**src/rtl/change_dispenser_if.sv**
```systemverilog
// Handshake and status bundle between the transaction FSM / coin hardware (master)
// and the change dispenser (slave).
interface change_dispenser_if;
  logic        start;
  logic [7:0]  change_money;
  logic [4:0]  coin_in;
  logic        refill;
  logic        eject_ack;
  logic        eject_valid;
  logic [4:0]  eject_sel;
  logic        busy;
  logic        done;
  logic        short;
  logic [7:0]  residual;
  logic [19:0] inv_count;

  modport slave (
    input  start, change_money, coin_in, refill, eject_ack,
    output eject_valid, eject_sel, busy, done, short, residual, inv_count
  );

  modport master (
    output start, change_money, coin_in, refill, eject_ack,
    input  eject_valid, eject_sel, busy, done, short, residual, inv_count
  );
endinterface

```
**src/rtl/change_dispenser.sv**
```systemverilog
// Greedy change payout (largest coin first) over a valid/ack eject handshake, with per-coin inventory.
// Optional CHANGE_TIMEOUT_EN aborts a coin whose ack does not arrive within ACK_TIMEOUT cycles.
module change_dispenser #(
  parameter int COIN_INIT = 8
`ifdef CHANGE_TIMEOUT_EN
  , parameter int ACK_TIMEOUT = 1023
`endif
) (
  input  logic              sys_clk,
  input  logic              sys_rst,
  change_dispenser_if.slave bus
);

  typedef enum logic [1:0] {IDLE, SELECT, EJECT, DONE} state_t;

  localparam logic [4:0][7:0] DENOM    = {8'd50, 8'd20, 8'd10, 8'd5, 8'd1};
  localparam logic [3:0]      INIT_CNT = 4'(COIN_INIT);

  state_t          state_q, state_d;
  logic [7:0]      remaining_q, remaining_d;
  logic [4:0][3:0] count_q, count_d;
  logic            eject_valid_q, eject_valid_d;
  logic [4:0]      eject_sel_q, eject_sel_d;
  logic            busy_q, busy_d;
  logic            done_q, done_d;
  logic            short_q, short_d;
  logic [7:0]      residual_q, residual_d;

  logic [4:0] pick;
  logic [7:0] sel_val;
  logic       ack_take;
  logic [4:0] dec;
  logic       to_hit;

`ifdef CHANGE_TIMEOUT_EN
  localparam int              TO_W    = $clog2(ACK_TIMEOUT + 1);
  localparam logic [TO_W-1:0] TO_LAST = TO_W'(ACK_TIMEOUT - 1);
  logic [TO_W-1:0] to_cnt_q, to_cnt_d;

  assign to_hit = (state_q == EJECT) && !bus.eject_ack && (to_cnt_q == TO_LAST);
`else
  assign to_hit = 1'b0;
`endif

  // Ascending scan so the largest qualifying denomination wins.
  always_comb begin : pick_logic
    pick    = '0;
    sel_val = '0;
    for (int i = 0; i < 5; i++) begin
      if (DENOM[i] <= remaining_q && count_q[i] != 4'd0) pick = 5'd1 << i;
      if (eject_sel_q[i]) sel_val = DENOM[i];
    end
  end

  assign ack_take = (state_q == EJECT) && bus.eject_ack;
  assign dec      = ack_take ? eject_sel_q : 5'd0;

  always_comb begin : next_state
    state_d       = state_q;
    remaining_d   = remaining_q;
    eject_valid_d = eject_valid_q;
    eject_sel_d   = eject_sel_q;
    done_d        = 1'b0;
    short_d       = short_q;
    residual_d    = residual_q;
`ifdef CHANGE_TIMEOUT_EN
    to_cnt_d      = '0;
`endif
    case (state_q)
      IDLE: begin
        if (bus.start) begin
          remaining_d = bus.change_money;
          short_d     = 1'b0;
          residual_d  = 8'd0;
          state_d     = SELECT;
        end
      end
      SELECT: begin
        if (remaining_q == 8'd0) begin
          state_d = DONE;
          done_d  = 1'b1;
        end else if (pick == 5'd0) begin
          state_d    = DONE;
          done_d     = 1'b1;
          short_d    = 1'b1;
          residual_d = remaining_q;
        end else begin
          state_d       = EJECT;
          eject_valid_d = 1'b1;
          eject_sel_d   = pick;
        end
      end
      EJECT: begin
        if (bus.eject_ack) begin
          state_d       = SELECT;
          remaining_d   = remaining_q - sel_val;
          eject_valid_d = 1'b0;
          eject_sel_d   = 5'd0;
        end else if (to_hit) begin
          // Abandoned coin is not dispensed: remaining and inventory untouched.
          state_d       = DONE;
          done_d        = 1'b1;
          short_d       = 1'b1;
          residual_d    = remaining_q;
          eject_valid_d = 1'b0;
          eject_sel_d   = 5'd0;
        end
`ifdef CHANGE_TIMEOUT_EN
        else begin
          to_cnt_d = to_cnt_q + 1'b1;
        end
`endif
      end
      DONE:    state_d = IDLE;
      default: state_d = IDLE;
    endcase
    busy_d = (state_d != IDLE);
  end

  // A coin arriving in the same cycle as its denomination's eject cancels out.
  always_comb begin : inventory
    count_d = count_q;
    for (int i = 0; i < 5; i++) begin
      if (state_q == IDLE && bus.refill) begin
        count_d[i] = INIT_CNT;
      end else if (bus.coin_in[i] && !dec[i]) begin
        if (count_q[i] != 4'd15) count_d[i] = count_q[i] + 4'd1;
      end else if (dec[i] && !bus.coin_in[i]) begin
        count_d[i] = count_q[i] - 4'd1;
      end
    end
  end

  always_ff @(posedge sys_clk) begin
    if (sys_rst) begin
      state_q       <= IDLE;
      remaining_q   <= 8'd0;
      count_q       <= {5{INIT_CNT}};
      eject_valid_q <= 1'b0;
      eject_sel_q   <= 5'd0;
      busy_q        <= 1'b0;
      done_q        <= 1'b0;
      short_q       <= 1'b0;
      residual_q    <= 8'd0;
`ifdef CHANGE_TIMEOUT_EN
      to_cnt_q      <= '0;
`endif
    end else begin
      state_q       <= state_d;
      remaining_q   <= remaining_d;
      count_q       <= count_d;
      eject_valid_q <= eject_valid_d;
      eject_sel_q   <= eject_sel_d;
      busy_q        <= busy_d;
      done_q        <= done_d;
      short_q       <= short_d;
      residual_q    <= residual_d;
`ifdef CHANGE_TIMEOUT_EN
      to_cnt_q      <= to_cnt_d;
`endif
    end
  end

  assign bus.eject_valid = eject_valid_q;
  assign bus.eject_sel   = eject_sel_q;
  assign bus.busy        = busy_q;
  assign bus.done        = done_q;
  assign bus.short       = short_q;
  assign bus.residual    = residual_q;
  assign bus.inv_count   = count_q;

endmodule

```
**src/flat_wrapper.sv**
```systemverilog
// flat-port wrapper written by rule: the top's interface ports become plain ports
module change_dispenser_flat 
#(
  parameter int COIN_INIT = 8

)
  (sys_clk, sys_rst, bus_start, bus_change_money, bus_coin_in, bus_refill, bus_eject_ack, bus_eject_valid, bus_eject_sel, bus_busy, bus_done, bus_short, bus_residual, bus_inv_count);
  change_dispenser_if bus_i ();
  input  logic sys_clk;
  input  logic sys_rst;
  input wire logic [$bits(bus_i.start)-1:0] bus_start;
  input wire logic [$bits(bus_i.change_money)-1:0] bus_change_money;
  input wire logic [$bits(bus_i.coin_in)-1:0] bus_coin_in;
  input wire logic [$bits(bus_i.refill)-1:0] bus_refill;
  input wire logic [$bits(bus_i.eject_ack)-1:0] bus_eject_ack;
  output wire logic [$bits(bus_i.eject_valid)-1:0] bus_eject_valid;
  output wire logic [$bits(bus_i.eject_sel)-1:0] bus_eject_sel;
  output wire logic [$bits(bus_i.busy)-1:0] bus_busy;
  output wire logic [$bits(bus_i.done)-1:0] bus_done;
  output wire logic [$bits(bus_i.short)-1:0] bus_short;
  output wire logic [$bits(bus_i.residual)-1:0] bus_residual;
  output wire logic [$bits(bus_i.inv_count)-1:0] bus_inv_count;
  assign bus_i.start = bus_start;
  assign bus_i.change_money = bus_change_money;
  assign bus_i.coin_in = bus_coin_in;
  assign bus_i.refill = bus_refill;
  assign bus_i.eject_ack = bus_eject_ack;
  assign bus_eject_valid = bus_i.eject_valid;
  assign bus_eject_sel = bus_i.eject_sel;
  assign bus_busy = bus_i.busy;
  assign bus_done = bus_i.done;
  assign bus_short = bus_i.short;
  assign bus_residual = bus_i.residual;
  assign bus_inv_count = bus_i.inv_count;
  change_dispenser #(.COIN_INIT(COIN_INIT)) u_core (.sys_clk(sys_clk), .sys_rst(sys_rst), .bus(bus_i));
endmodule
```
**config.mk**
```make
export PLATFORM = sky130hd
export DESIGN_NAME = change_dispenser_flat
export DESIGN_NICKNAME = d
export VERILOG_FILES = /design/src/rtl/change_dispenser_if.sv /design/src/rtl/change_dispenser.sv /design/src/flat_wrapper.sv
export SDC_FILE = /design/constraint.sdc
export NUM_CORES = 1
export LEC_CHECK = 0
export BUFFER_PORTS_ARGS = -buffer_cell sky130_fd_sc_hd__buf_2
export CORE_MARGIN = 3
export CORE_UTILIZATION = 56
export CTS_CLUSTER_SIZE = 12
export DETAILED_ROUTE_END_ITERATION = 10
export HOLD_SLACK_MARGIN = 0.06
export PLACE_DENSITY = 0.81
export SLEW_MARGIN = 25
export SYNTH_ARGS = -nofsm -noshare
export SYNTH_HDL_FRONTEND = slang
export SYNTH_SLANG_ARGS = --single-unit
```
**constraint.sdc**
```tcl
create_clock -name sys_clk -period 2.7 [get_ports sys_clk]
set_clock_uncertainty 0.1 [all_clocks]
set_input_delay 0.81 -clock sys_clk [delete_from_list [all_inputs] [get_ports sys_clk]]
set_output_delay 0.81 -clock sys_clk [all_outputs]
set_load 0.01 [all_outputs]
```
-- Yosys cells after proc, flatten, opt, wreduce, memory -nomap -nowiden
Cells that the tools add are included.
- flip-flop bits (word level): 47
- bits in latches: 0
- RAM bits: 0
- memory bits (read-only): 0
- bits of input ports: 18
- output and inout bits: 37
- logic and storage cells: 154
- memories: 0
- $add $sub $neg: 11
- multiply operators: 0
- div/mod/pow operators: 0
- $lt $le $gt $ge: 5
- equal/unequal tests: 18
- shift operators: 0
- multiplexer cells: 52
- bitwise logic cells: 1
- reductions and logical operators: 54
- operator list (cell ; number):
    8-bit two-way mux ; 9
    4-bit two-way mux ; 15
    5-bit two-way mux ; 7
    8-bit one-hot mux with 2 select lines ; 2
    4-bit by 1-bit adder with 4-bit output (second input constant) ; 5
    4-bit != test (second input constant) ; 5
    4-bit nonzero test ; 5
    4-bit by 1-bit subtractor with 4-bit output (second input constant) ; 5
    2-bit != test (second input constant) ; 9
    2-bit nonzero test ; 9
    1-bit logical AND ; 17
    1-bit two-way mux ; 11
    1-bit logical NOT ; 10
    5-bit one-hot mux with 2 select lines ; 1
    2-bit AND reduction ; 5
    1-bit by 8-bit less-or-equal comparator with 1-bit output (first input constant) ; 1
    3-bit by 8-bit less-or-equal comparator with 1-bit output (first input constant) ; 1
    4-bit by 8-bit less-or-equal comparator with 1-bit output (first input constant) ; 1
    5-bit by 8-bit less-or-equal comparator with 1-bit output (first input constant) ; 1
    6-bit by 8-bit less-or-equal comparator with 1-bit output (first input constant) ; 1
    8-bit logical NOT ; 1
    2-bit two-way mux ; 4
    2-bit one-hot mux with 4 select lines ; 1
    4-bit AND reduction ; 2
    other kinds (10) ; 13

-- Depth between registers and ports, before layout
Gate-level depths: netlist of run 1.
- depth after elaboration: 12
- depth in mapped cells: 11
- mapped depth without buffers: 11

-- Least setup slack after synthesis of run 1
OpenSTA, ideal clock, no wires.
- path type: input to register
- start: in bus_eject_ack
- end: reg u_core.count_q, in the netlist u_core.bus.inv_count[11]
- setup time: 133 ps
- arrival: 2197 ps
- required time: 2467 ps
- setup slack: 270 ps
- cell stages on the path: 9
- path buffers: 1
- cells stage by stage: buf_2 -> nand4b_1 -> nand2_1 -> ha_1 -> a21o_1 -> a21oi_1 -> xnor2_1 -> and3_1 -> o21ai_0
- longest elaborated chain between the ends: 6
- elaborated cells between the ends (all ways): 9
- classes of those cells: eq/ne (1); mux (2); reduce/logical (6)
- ends and longest elaborated chain (item ; line ; text):
    start, declared ; flat_wrapper.sv:15 ; input wire logic [$bits(bus_i.eject_ack)-1:0] bus_eject_ack;
    1-bit logical AND (*) ; change_dispenser.sv:55 ; assign ack_take = (state_q == EJECT) && bus.eject_ack;
    5-bit two-way mux (*) ; change_dispenser.sv:56 ; assign dec = ack_take ? eject_sel_q : 5'd0;
    1-bit logical NOT ; change_dispenser.sv:126 ; end else if (bus.coin_in[i] && !dec[i]) begin
    1-bit logical AND ; change_dispenser.sv:126 ;
    2-bit != test (no line) or 2-bit nonzero test (tied branches) ; -- ;
    2-bit AND reduction (no line) ; -- ;
    end signal, assigned ; change_dispenser.sv:138 ; count_q <= {5{INIT_CNT}};
    end signal, assigned ; change_dispenser.sv:151 ; count_q <= count_d;
    end, declared ; change_dispenser.sv:21 ; logic [4:0][3:0] count_q, count_d;
Mark *: on every way between the ends. The rest lies on a longest branch, timed or not.
A chain may end at the register's enable or synchronous reset.

-- Worst setup path in the final report of run 1
- start: reg u_core.eject_sel_q[4], in the netlist u_core.bus.eject_sel[4]
- end: reg u_core.remaining_q[4]
- longest elaborated chain between the ends: 4
- ends and longest elaborated chain (item ; line ; text):
    start, declared ; change_dispenser.sv:23 ; logic [4:0] eject_sel_q, eject_sel_d;
    start signal, assigned ; change_dispenser.sv:153 ; eject_sel_q <= eject_sel_d;
    8-bit two-way mux ; change_dispenser.sv:51 ; if (eject_sel_q[i]) sel_val = DENOM[i];
    8-bit subtractor ; change_dispenser.sv:96 ; remaining_d = remaining_q - sel_val;
    8-bit two-way mux ; change_dispenser.sv:94 ; if (bus.eject_ack) begin
    8-bit one-hot mux with 2 select lines ; change_dispenser.sv:69 ; case (state_q)
    end signal, assigned ; change_dispenser.sv:150 ; remaining_q <= remaining_d;
    end, declared ; change_dispenser.sv:20 ; logic [7:0] remaining_q, remaining_d;
No other way between the ends. The select of a mux whose other input is x is not followed.

==> impl_metrics.toml, run 1 <==
[status]
status = "finished clean"

[cts]
root_buffer = "clkbuf_8"
clockBufferDepth = 2
path_clk_slew_ns = 0.09
clock_sinks = 47
cts_made_buffers = 5
cts_tree = "done"
worstSkewPairLatency_ns = 0.31
htree_levels = 2
cts_setup_buffers = 0

[critical_path]
rr_endpoint = "u_core.remaining_q[4]"
crit_fanout = 6
cp.required_ns = 2.82
critPathCaptureType = "flip-flop"
critical_path_class = "flip-flop to flip-flop"
ff2ff_path_depth = 11
start_kind = "flip-flop"
r2r-start = "u_core.bus.eject_sel[4]"
worstPathArrival_ns = 2.62
r2r_slack_ns = 0.21

[layout]
fill_cells = 418
n_antenna_cell = 0
design_area_sq_um = 3323
multi_input_area_sq_um = 1849
area_growth_pct = 15.78
seq_area_sq_um = 940.9
utilization_pct = 68.54
fin_nets = 426
layout-drive-gt1-share_pct = 20.16

[synthesis]
yosysSeqAreaShare_pct = 32.78
synth_cells = 329
synth_seq_cells = 47
ys.flop_type = "dfxtp_1"
syn_avg_cell_area_sq_um = 8.724
synth_top_cells_by_area = "dfxtp_1 (33%), ha_1 (7.0%), mux2i_1 (5.2%)"
synthTopCellsByCount = "dfxtp_1 (47), nor2_1 (34), nand2_1 (27), a21oi_1 (21), xnor2_1 (17)"
synth_nets = 369
yosysTopAreaCell = "dfxtp_1"
netlist_area_sq_um = 2870
synth_most_common_cell = "dfxtp_1"
async_flop_share_pct = 0
yosys_warnings = 0
synth_edf_count = 0
ys_types = 48
synth_top_area_share_pct = 32.78

[grt]
grt_max_degree = 28
overflow = 0
gr-usage-all-layers_pct = 23.27
antenna_found_initial = 0
grt_pass1_wl_um = 11490
grt_pass1_vias = 2429

[sta]
fin_crit_ns = 2.495
maxSlewHeadroom_pct = 58.38
rsz0062_at_grt = "no"
finalSetupTns_ns = 0
drv_slew = 0
worst_pin_slew_ns = 0.6242
timing.fmax_mhz = 400.8
setup_violations = 0
final_hold_viol_count = 0
period_share_pct = 92.40

[drt]
dr.first_iter.drc_count = 162
ant_nets = 0
vias_per_cell = 5.894
drt_first_pass_iters = 4
totalWireLength_um = 6743
drcViolationCount = 0
routedWlPerCell_um = 14.85
vias = 2676

[flow_run]
drv_cap = 0

[place]
dp_hpwl_um = 4929
placed_area_sq_um = 3232
place_congestion = 0.8942
portBuffers = 54

[power]
p_per_area_nw_per_um2 = 531.0
cellLeakagePower_nw = 1.482
finalPower_mw = 1.765
ir_drop_mv = 0.3016

[min_path]
hp-start = "u_core.bus.residual[6]"
hold_end = "u_core.bus.residual[6]"
hold_class = "flip-flop to flip-flop"
hold_depth = 2

[floorplanning]
core_sq_um = 4848
initial_core_util_pct = 59.20
die_h_um = 77.59
die_w_um = 77.59
die_area_sq_um = 6020
num_rows = 25
ios = 55
cell usage in the layout, fill, tap and decap left out, drive strengths merged, types with 3 or more instances in the layout:
cell type and count:
ha 16, nand4b 6, a31oi 6, a211oi 11, nand3 11, clkbuf 5, o21ai 17, buf 63
nand4 6, nor2b 5, xnor2 17, nor4 7, inv 6, dfxtp 47, a21o 9, fa 6
nor2 34, mux2i 15, nand2b 9, nor3 5, nand2 27, a21oi 22, a311oi 3, a32o 4
and3 6
what timing repair did:
action,4_1_cts,5_1_grt
gates resized for setup,0,2
hold buffers,0,0
hold endpoints to repair,0,0
endpoints found under the setup margin,0,3
report_power, final:
part           total, mW  internal, mW  switching (mW)
Sequential         0.821         0.740          0.0811
Clock              0.427         0.180           0.247
Combinational      0.517         0.232           0.285
critical path, stage by stage (launching register included):
cell,delay (ns)
dfxtp_1,0.39
nor2_2,0.18
o21ai_0,0.11
nor2_1,0.12
ha_1,0.18
inv_1,0.06
fa_1,0.43
a21o_1,0.19
a21oi_1,0.17
xnor2_1,0.13
nand2_1,0.07
a311oi_1,0.27
cell type report:
type                    count  area share (%)
multi-input cells         263           55.65
flip-flops and latches     47           28.31
inverters                   6          0.6777
clock buffers               5           2.071
clock inverters             3          0.6024
repair buffers             63           10.17
well taps                  67           2.523
sequential cells by signal, indices dropped and copies added (netlist names):
name and count:
u_core.remaining_q 8, u_core.bus.short 1, u_core.bus.eject_sel 5, u_core.state_q 2, u_core.bus.eject_valid 1, u_core.bus.done 1
u_core.bus.residual 8, u_core.bus.busy 1, u_core.bus.inv_count 20
worst max-delay path by stage:
stage                            start  depth (start not counted)  slack, ns                  endpoint
6_report       u_core.bus.eject_sel[4]                         11       0.21     u_core.remaining_q[4]
5_1_grt        u_core.bus.eject_sel[4]                         11       0.04     u_core.remaining_q[4]
4_1_cts        u_core.bus.eject_sel[4]                         11       0.14     u_core.remaining_q[4]
3_5_place_dp             bus_eject_ack                          9       0.10   u_core.bus.inv_count[3]
3_3_place_gp             bus_eject_ack                          9       0.19  u_core.bus.inv_count[19]
2_1_floorplan            bus_eject_ack                          9       0.27  u_core.bus.inv_count[11]
cells by family (layout without fill, tap and decap cells):
logic type      after synthesis  count (layout)  share of synthesized area (%)
compound gates               83              83                          19.31
flops                        47              47                          32.78
simple gates                126             126                          23.45
fa+ha+maj                    22              22                          11.16
xor+xnor                     17              17                          5.187
buf+inv                      19              77                          2.877
mux                          15              15                          5.231
metal layers:
metal | vias to the layer above | global-route usage, % | share of wire, %
met5 | - | 0 | 0
met4 | 0 | 8.541 | 1.8
met3 | 14 | 4.524 | 6.5
met2 | 87 | 37.07 | 45
met1 | 1248 | 31.20 | 46
li1 | 1327 | - | -
stage by stage:
stage,hold WS (ns),std cells,worst slack [ns]
final,0.3606,454,0.2052
after global routing,0.3939,454,0.03723
after CTS,0.3643,454,0.1437
after detailed placement,0.3518,446,0.1041
after global placement,0.3423,446,0.1910
after floorplan,0.3805,329,0.2704
No activity file was read; power rests on OpenSTA's default activity.
==> run 2: changes to the inputs <==
MAX_ROUTING_LAYER = met4   (was not set)
==> run 2 against run 1 <==
Effect of this change: global-route usage rose by 0.65 points; fmax shrank 0.19%; clock power hardly changed; power about the same; final area is the same; sequential share of layout area did not move; count of clock-buffer cells in the layout did not move; critical path type unchanged; largest power group unchanged; highest routed layer unchanged.
==> impl_metrics.toml, run 2 (synthesis results as in run 1) <==
[layout]
fill_cells = 418
layout_commonest_cell = "buf_2"
fin_nets = 426
seq_area_sq_um = 940.9
fin_cells = 454
multi_input_area_sq_um = 1849
area_growth_pct = 15.78
utilization_pct = 68.54
mostFrequentLayoutCells = "buf_2 (54), dfxtp_1 (47), nor2_1 (33), nand2_1 (27), a21oi_1 (21)"
design_area_sq_um = 3323
layout-drive-gt1-share_pct = 20.16
n_antenna_cell = 0
largest_reg_flops = 20

[place]
place_congestion = 0.9094
placed_area_sq_um = 3232
dp_hpwl_um = 4929
portBuffers = 54
dp_cells = 446
place_ws_ns = 0.1041

[drt]
ant_nets = 0
dr.first_iter.drc_count = 183
wl_met3_um = 390
vias_per_cell = 5.903
dr.max_layer_used = "met4"
drcViolationCount = 0
routedWlPerCell_um = 14.83
drt_first_pass_iters = 4
vias = 2680
totalWireLength_um = 6735
wl_met1_um = 3121
met2RoutedLength_um = 3092

[floorplanning]
initial_core_util_pct = 59.20
ios = 55
num_rows = 25
die_area_sq_um = 6020
die_w_um = 77.59
die_h_um = 77.59
core_sq_um = 4848

[cts]
root_buffer = "clkbuf_8"
clock_sinks = 47
cts_made_buffers = 5
worstSkewPairLatency_ns = 0.31
cts_tree = "done"
htree_levels = 2
path_clk_slew_ns = 0.09
clockBufferDepth = 2
hold_buffers = 0

[flow_run]
drv_cap = 0

[sta]
timing.final.ws_setup_ns = 0.2003
drv_slew = 0
timing.hold.ws_ns = 0.3608
maxSlewHeadroom_pct = 58.21
rsz0062_at_grt = "no"
final_hold_viol_count = 0
fin_crit_ns = 2.500
worst_pin_slew_ns = 0.6268
finalSetupTns_ns = 0
setup_violations = 0
timing.fmax_mhz = 400.1
period_share_pct = 92.58

[grt]
grt_pass1_vias = 2423
grt_max_degree = 28
overflow = 0
grt_pass1_wl_um = 11490
antenna_found_initial = 0
gr-usage-all-layers_pct = 23.92

[critical_path]
critical_path_class = "flip-flop to flip-flop"
crit_fanout = 6
cp.required_ns = 2.82
start_kind = "flip-flop"
worstPathArrival_ns = 2.62
critPathCaptureType = "flip-flop"

[power]
ir_drop_mv = 0.2999
finalPower_mw = 1.763
p_per_area_nw_per_um2 = 530.5
cellLeakagePower_nw = 1.482

[min_path]
hold_class = "flip-flop to flip-flop"

[status]
status = "finished clean"
==> run 2: cell counts in the layout (fill, tap and decap cells not counted) <==
No cell type changed its count.
==> run 2: report_power, final <==
part	switching, mW	internal [mW]	leakage (nW)
clock network	0.245	0.180	0.0402
logic	0.284	0.232	1.06
registers	0.0813	0.740	0.385
total	0.611	1.15	1.48
==> run 2: repair_timing <==
| action | CTS | global route |
|---|---|---|
| setup endpoints to repair | 0 | 3 |
| resized for setup | 0 | 2 |
| buffers inserted | 0 | 0 |
==> run 2: final timing paths <==
kind                                              start                endpoint  slack (ns)  cells past startpoint
worst max register to register  u_core.bus.eject_sel[4]   u_core.remaining_q[4]        0.20                     11
worst min-delay path             u_core.bus.residual[6]  u_core.bus.residual[6]        0.36                      2
worst max-delay path            u_core.bus.eject_sel[4]   u_core.remaining_q[4]        0.20                     11
worst min register to register   u_core.bus.residual[6]  u_core.bus.residual[6]        0.36                      2
==> run 2: area by class of cell <==
class,count,area share [%]
Multi-Input combinational cell,263,55.65
Sequential cell,47,28.31
Timing Repair Buffer,63,10.17
Tap cell,67,2.523
Clock buffer,5,2.071
Inverter,6,0.6777
Clock inverter,3,0.6024
==> run 2: critical path, cell delays in order, from the launching register on <==
cell and delay, ns:
dfxtp_1 0.39, nor2_2 0.18, o21ai_0 0.11, nor2_1 0.12, ha_1 0.19, inv_1 0.06
fa_1 0.43, a21o_1 0.19, a21oi_1 0.17, xnor2_1 0.13, nand2_1 0.07, a311oi_1 0.27
==> run 2: layer usage <==
metal	vias to the layer above	GRT usage (%)
met4	0	8.541
met3	13	4.524
met1	1260	31.20
met5	-	-
li1	1325	-
met2	82	37.07
==> run 3: changes to the inputs <==
ABC_AREA = 1   (was not set)
PLACE_DENSITY = 0.8   (was 0.81)
==> run 3 against run 2 <==
Effect of this change: die area rose by 1.3%; largest cell class unchanged; worst hold slack better by 0.0026 ns; count of clock-buffer cells in the layout is 1 higher; clock power is 44% higher; sequential power shrank 1%; critical path type unchanged; cell count grew 17%; critical endpoint is now u_core.remaining_q[6]; setup slack better by 0.029 ns; first-iteration DRC count is 13% lower; synthesized cell count rose by 22%; fmax rose by 1.2%.
==> impl_metrics.toml, run 3 <==
[status]
status = "finished clean"

[drt]
vias_per_cell = 5.514
ant_nets = 0
drt_first_pass_iters = 6
dr.first_iter.drc_count = 160
drcViolationCount = 0
totalWireLength_um = 7157
vias = 2928
routedWlPerCell_um = 13.48

[synthesis]
netlist_area_sq_um = 2910
synthTopCellsByCount = "nand2_1 (73), dfxtp_1 (47), a21oi_1 (42), nand3_1 (39), inv_1 (38)"
synth_top_cells_by_area = "dfxtp_1 (32%), nand2_1 (9.4%), a21oi_1 (7.2%)"
yosys_warnings = 0
syn_avg_cell_area_sq_um = 7.258
yosysTopAreaCell = "dfxtp_1"
synth_most_common_cell = "nand2_1"
async_flop_share_pct = 0
ys_types = 35
synth_nets = 441
synth_seq_cells = 47
synth_cells = 401
ys.flop_type = "dfxtp_1"
yosysSeqAreaShare_pct = 32.33
synth_edf_count = 0
synth_top_area_share_pct = 32.33

[cts]
cts_resized = 0
cts_setup_buffers = 0
cts_made_buffers = 5
htree_levels = 2
hold_buffers = 0
worstSkewPairLatency_ns = 0.30
clock_sinks = 47
path_clk_slew_ns = 0.09
cts_tree = "done"
clockBufferDepth = 2
root_buffer = "clkbuf_8"

[critical_path]
crit_fanout = 6
ff2ff_path_depth = 16
r2r_slack_ns = 0.23
critPathCaptureType = "flip-flop"
cp.required_ns = 2.80
critical_path_class = "flip-flop to flip-flop"
worstPathArrival_ns = 2.57
cpMostUsedCell = "nand2_1"
r2r-start = "u_core.bus.eject_sel[3]"
start_kind = "flip-flop"
slowest_stage = "fa_1"
rr_endpoint = "u_core.remaining_q[6]"
cp_cell_sequence = "nor2_1, o21ai_0, nor2_1, ha_1, inv_1, fa_1, nand3_1, nand2_1, nand2_1, nand2_1, nand2_1, nand2_1, a21oi_1, o21ai_0, nand2_1, nand2_1"
max_stage_delay_ns = 0.43

[place]
portBuffers = 54
dp_hpwl_um = 5353
place_congestion = 0.9128

[floorplanning]
die_h_um = 78.09
initial_core_util_pct = 59.64
num_rows = 25
ios = 55
die_w_um = 78.09
core_sq_um = 4880
die_area_sq_um = 6098

[sta]
timing.hold.ws_ns = 0.3633
maxSlewHeadroom_pct = 54.04
final_hold_viol_count = 0
period_share_pct = 91.50
finalSetupTns_ns = 0
rsz0062_at_grt = "no"
timing.fmax_mhz = 404.8
setup_violations = 0
drv_slew = 0
worst_pin_slew_ns = 0.6869
fin_crit_ns = 2.470

[layout]
area_growth_pct = 17.24
n_antenna_cell = 0
utilization_pct = 69.92
mostFrequentLayoutCells = "nand2_1 (73), buf_2 (54), dfxtp_1 (47), a21oi_1 (42), nand3_1 (39)"
layout-drive-gt1-share_pct = 21.12
fill_cells = 423
largest_reg_flops = 20
fin_nets = 503
layout_commonest_cell = "nand2_1"

[min_path]
hold_depth = 2
hold_end = "u_core.bus.residual[1]"
hp-start = "u_core.bus.residual[1]"
hold_class = "flip-flop to flip-flop"

[power]
ir_drop_mv = 0.4338
cellLeakagePower_nw = 1.601
p_per_area_nw_per_um2 = 581.9
finalPower_mw = 1.985

[grt]
grt_max_degree = 24
gr-usage-all-layers_pct = 24.77
antenna_found_initial = 0
overflow = 0
grt_pass1_vias = 2630
grt_pass1_wl_um = 11920

[flow_run]
drv_cap = 0
-- run 3: cell count changes in the layout (fill, tap and decap cells not counted), sizes merged, moves of 15 or more --
cell / delta
nand2: +56
o21ai: +17
nand3: +29
inv: +36
a21oi: +20
mux2i: -15
-- run 3: power breakdown --
group / switching, mW / internal, mW
Combinational: 0.351 / 0.211
Sequential: 0.0687 / 0.742
Clock: 0.243 / 0.370
-- run 3: worst max path at each step --
stage | start | to | slack, ns | cells past startpoint
3_3_place_gp | bus_eject_ack | u_core.bus.inv_count[11] | 0.11 | 10
3_5_place_dp | bus_eject_ack | u_core.bus.inv_count[11] | 0.04 | 10
4_1_cts | u_core.bus.eject_sel[3] | u_core.remaining_q[6] | 0.23 | 16
6_report | u_core.bus.eject_sel[3] | u_core.remaining_q[6] | 0.23 | 16
2_1_floorplan | bus_eject_ack | u_core.bus.inv_count[3] | 0.31 | 13
5_1_grt | u_core.bus.eject_sel[3] | u_core.remaining_q[7] | 0.008 | 11
-- run 3: stage by stage --
step           area, sq um  cells  worst slack [ns]
5_1_grt               3412    531          0.008128
4_1_cts               3412    531            0.2286
3_5_place_dp          3279    523           0.03906
6_report              3412    531            0.2295
2_1_floorplan         2910    401            0.3137
3_3_place_gp          3279    523            0.1086
-- run 3: cell families (layout without fill, tap and decap cells) --
family	Yosys count	count (layout)	share of synthesized area, %
AO/OA/AOI/OAI	92	92	18.44
XOR/XNOR	6	6	1.806
adder cells (fa/ha/maj)	22	22	11.01
buffers and inverters	50	113	6.922
flip-flops	47	47	32.33
AND/OR/NAND/NOR	184	184	29.49
-- run 3: final cells by class --
type                            instances  area [sq um]  share of cell area [%]
Multi-Input combinational cell        304          1768                   51.82
Timing Repair Buffer                   59         307.8                   9.021
Clock inverter                          2         60.06                   1.760
Clock buffer                            6         72.57                   2.127
Sequential cell                        47         940.9                   27.58
Tap cell                               67         83.83                   2.457
Inverter                               46         178.9                   5.244
-- run 3: critical path, delay by kind of cell (launching register included) --
family | cells | cell delay [ns]
AOI/OAI and AO/OA | 3 | 0.36
buffers and inverters | 1 | 0.07
DFF | 1 | 0.39
and+or+nand+nor | 10 | 0.88
adders and majority gates | 2 | 0.58
-- run 3: per-layer routing --
metal / GRT usage, % / part of all wire, % / vias up
li1: - / - / 1465
met1: 29.10 / 42 / 1320
met2: 40.58 / 49 / 120
met3: 4.587 / 6.6 / 23
met4: 12.76 / 2.8 / 0
met5: - / 0 / -
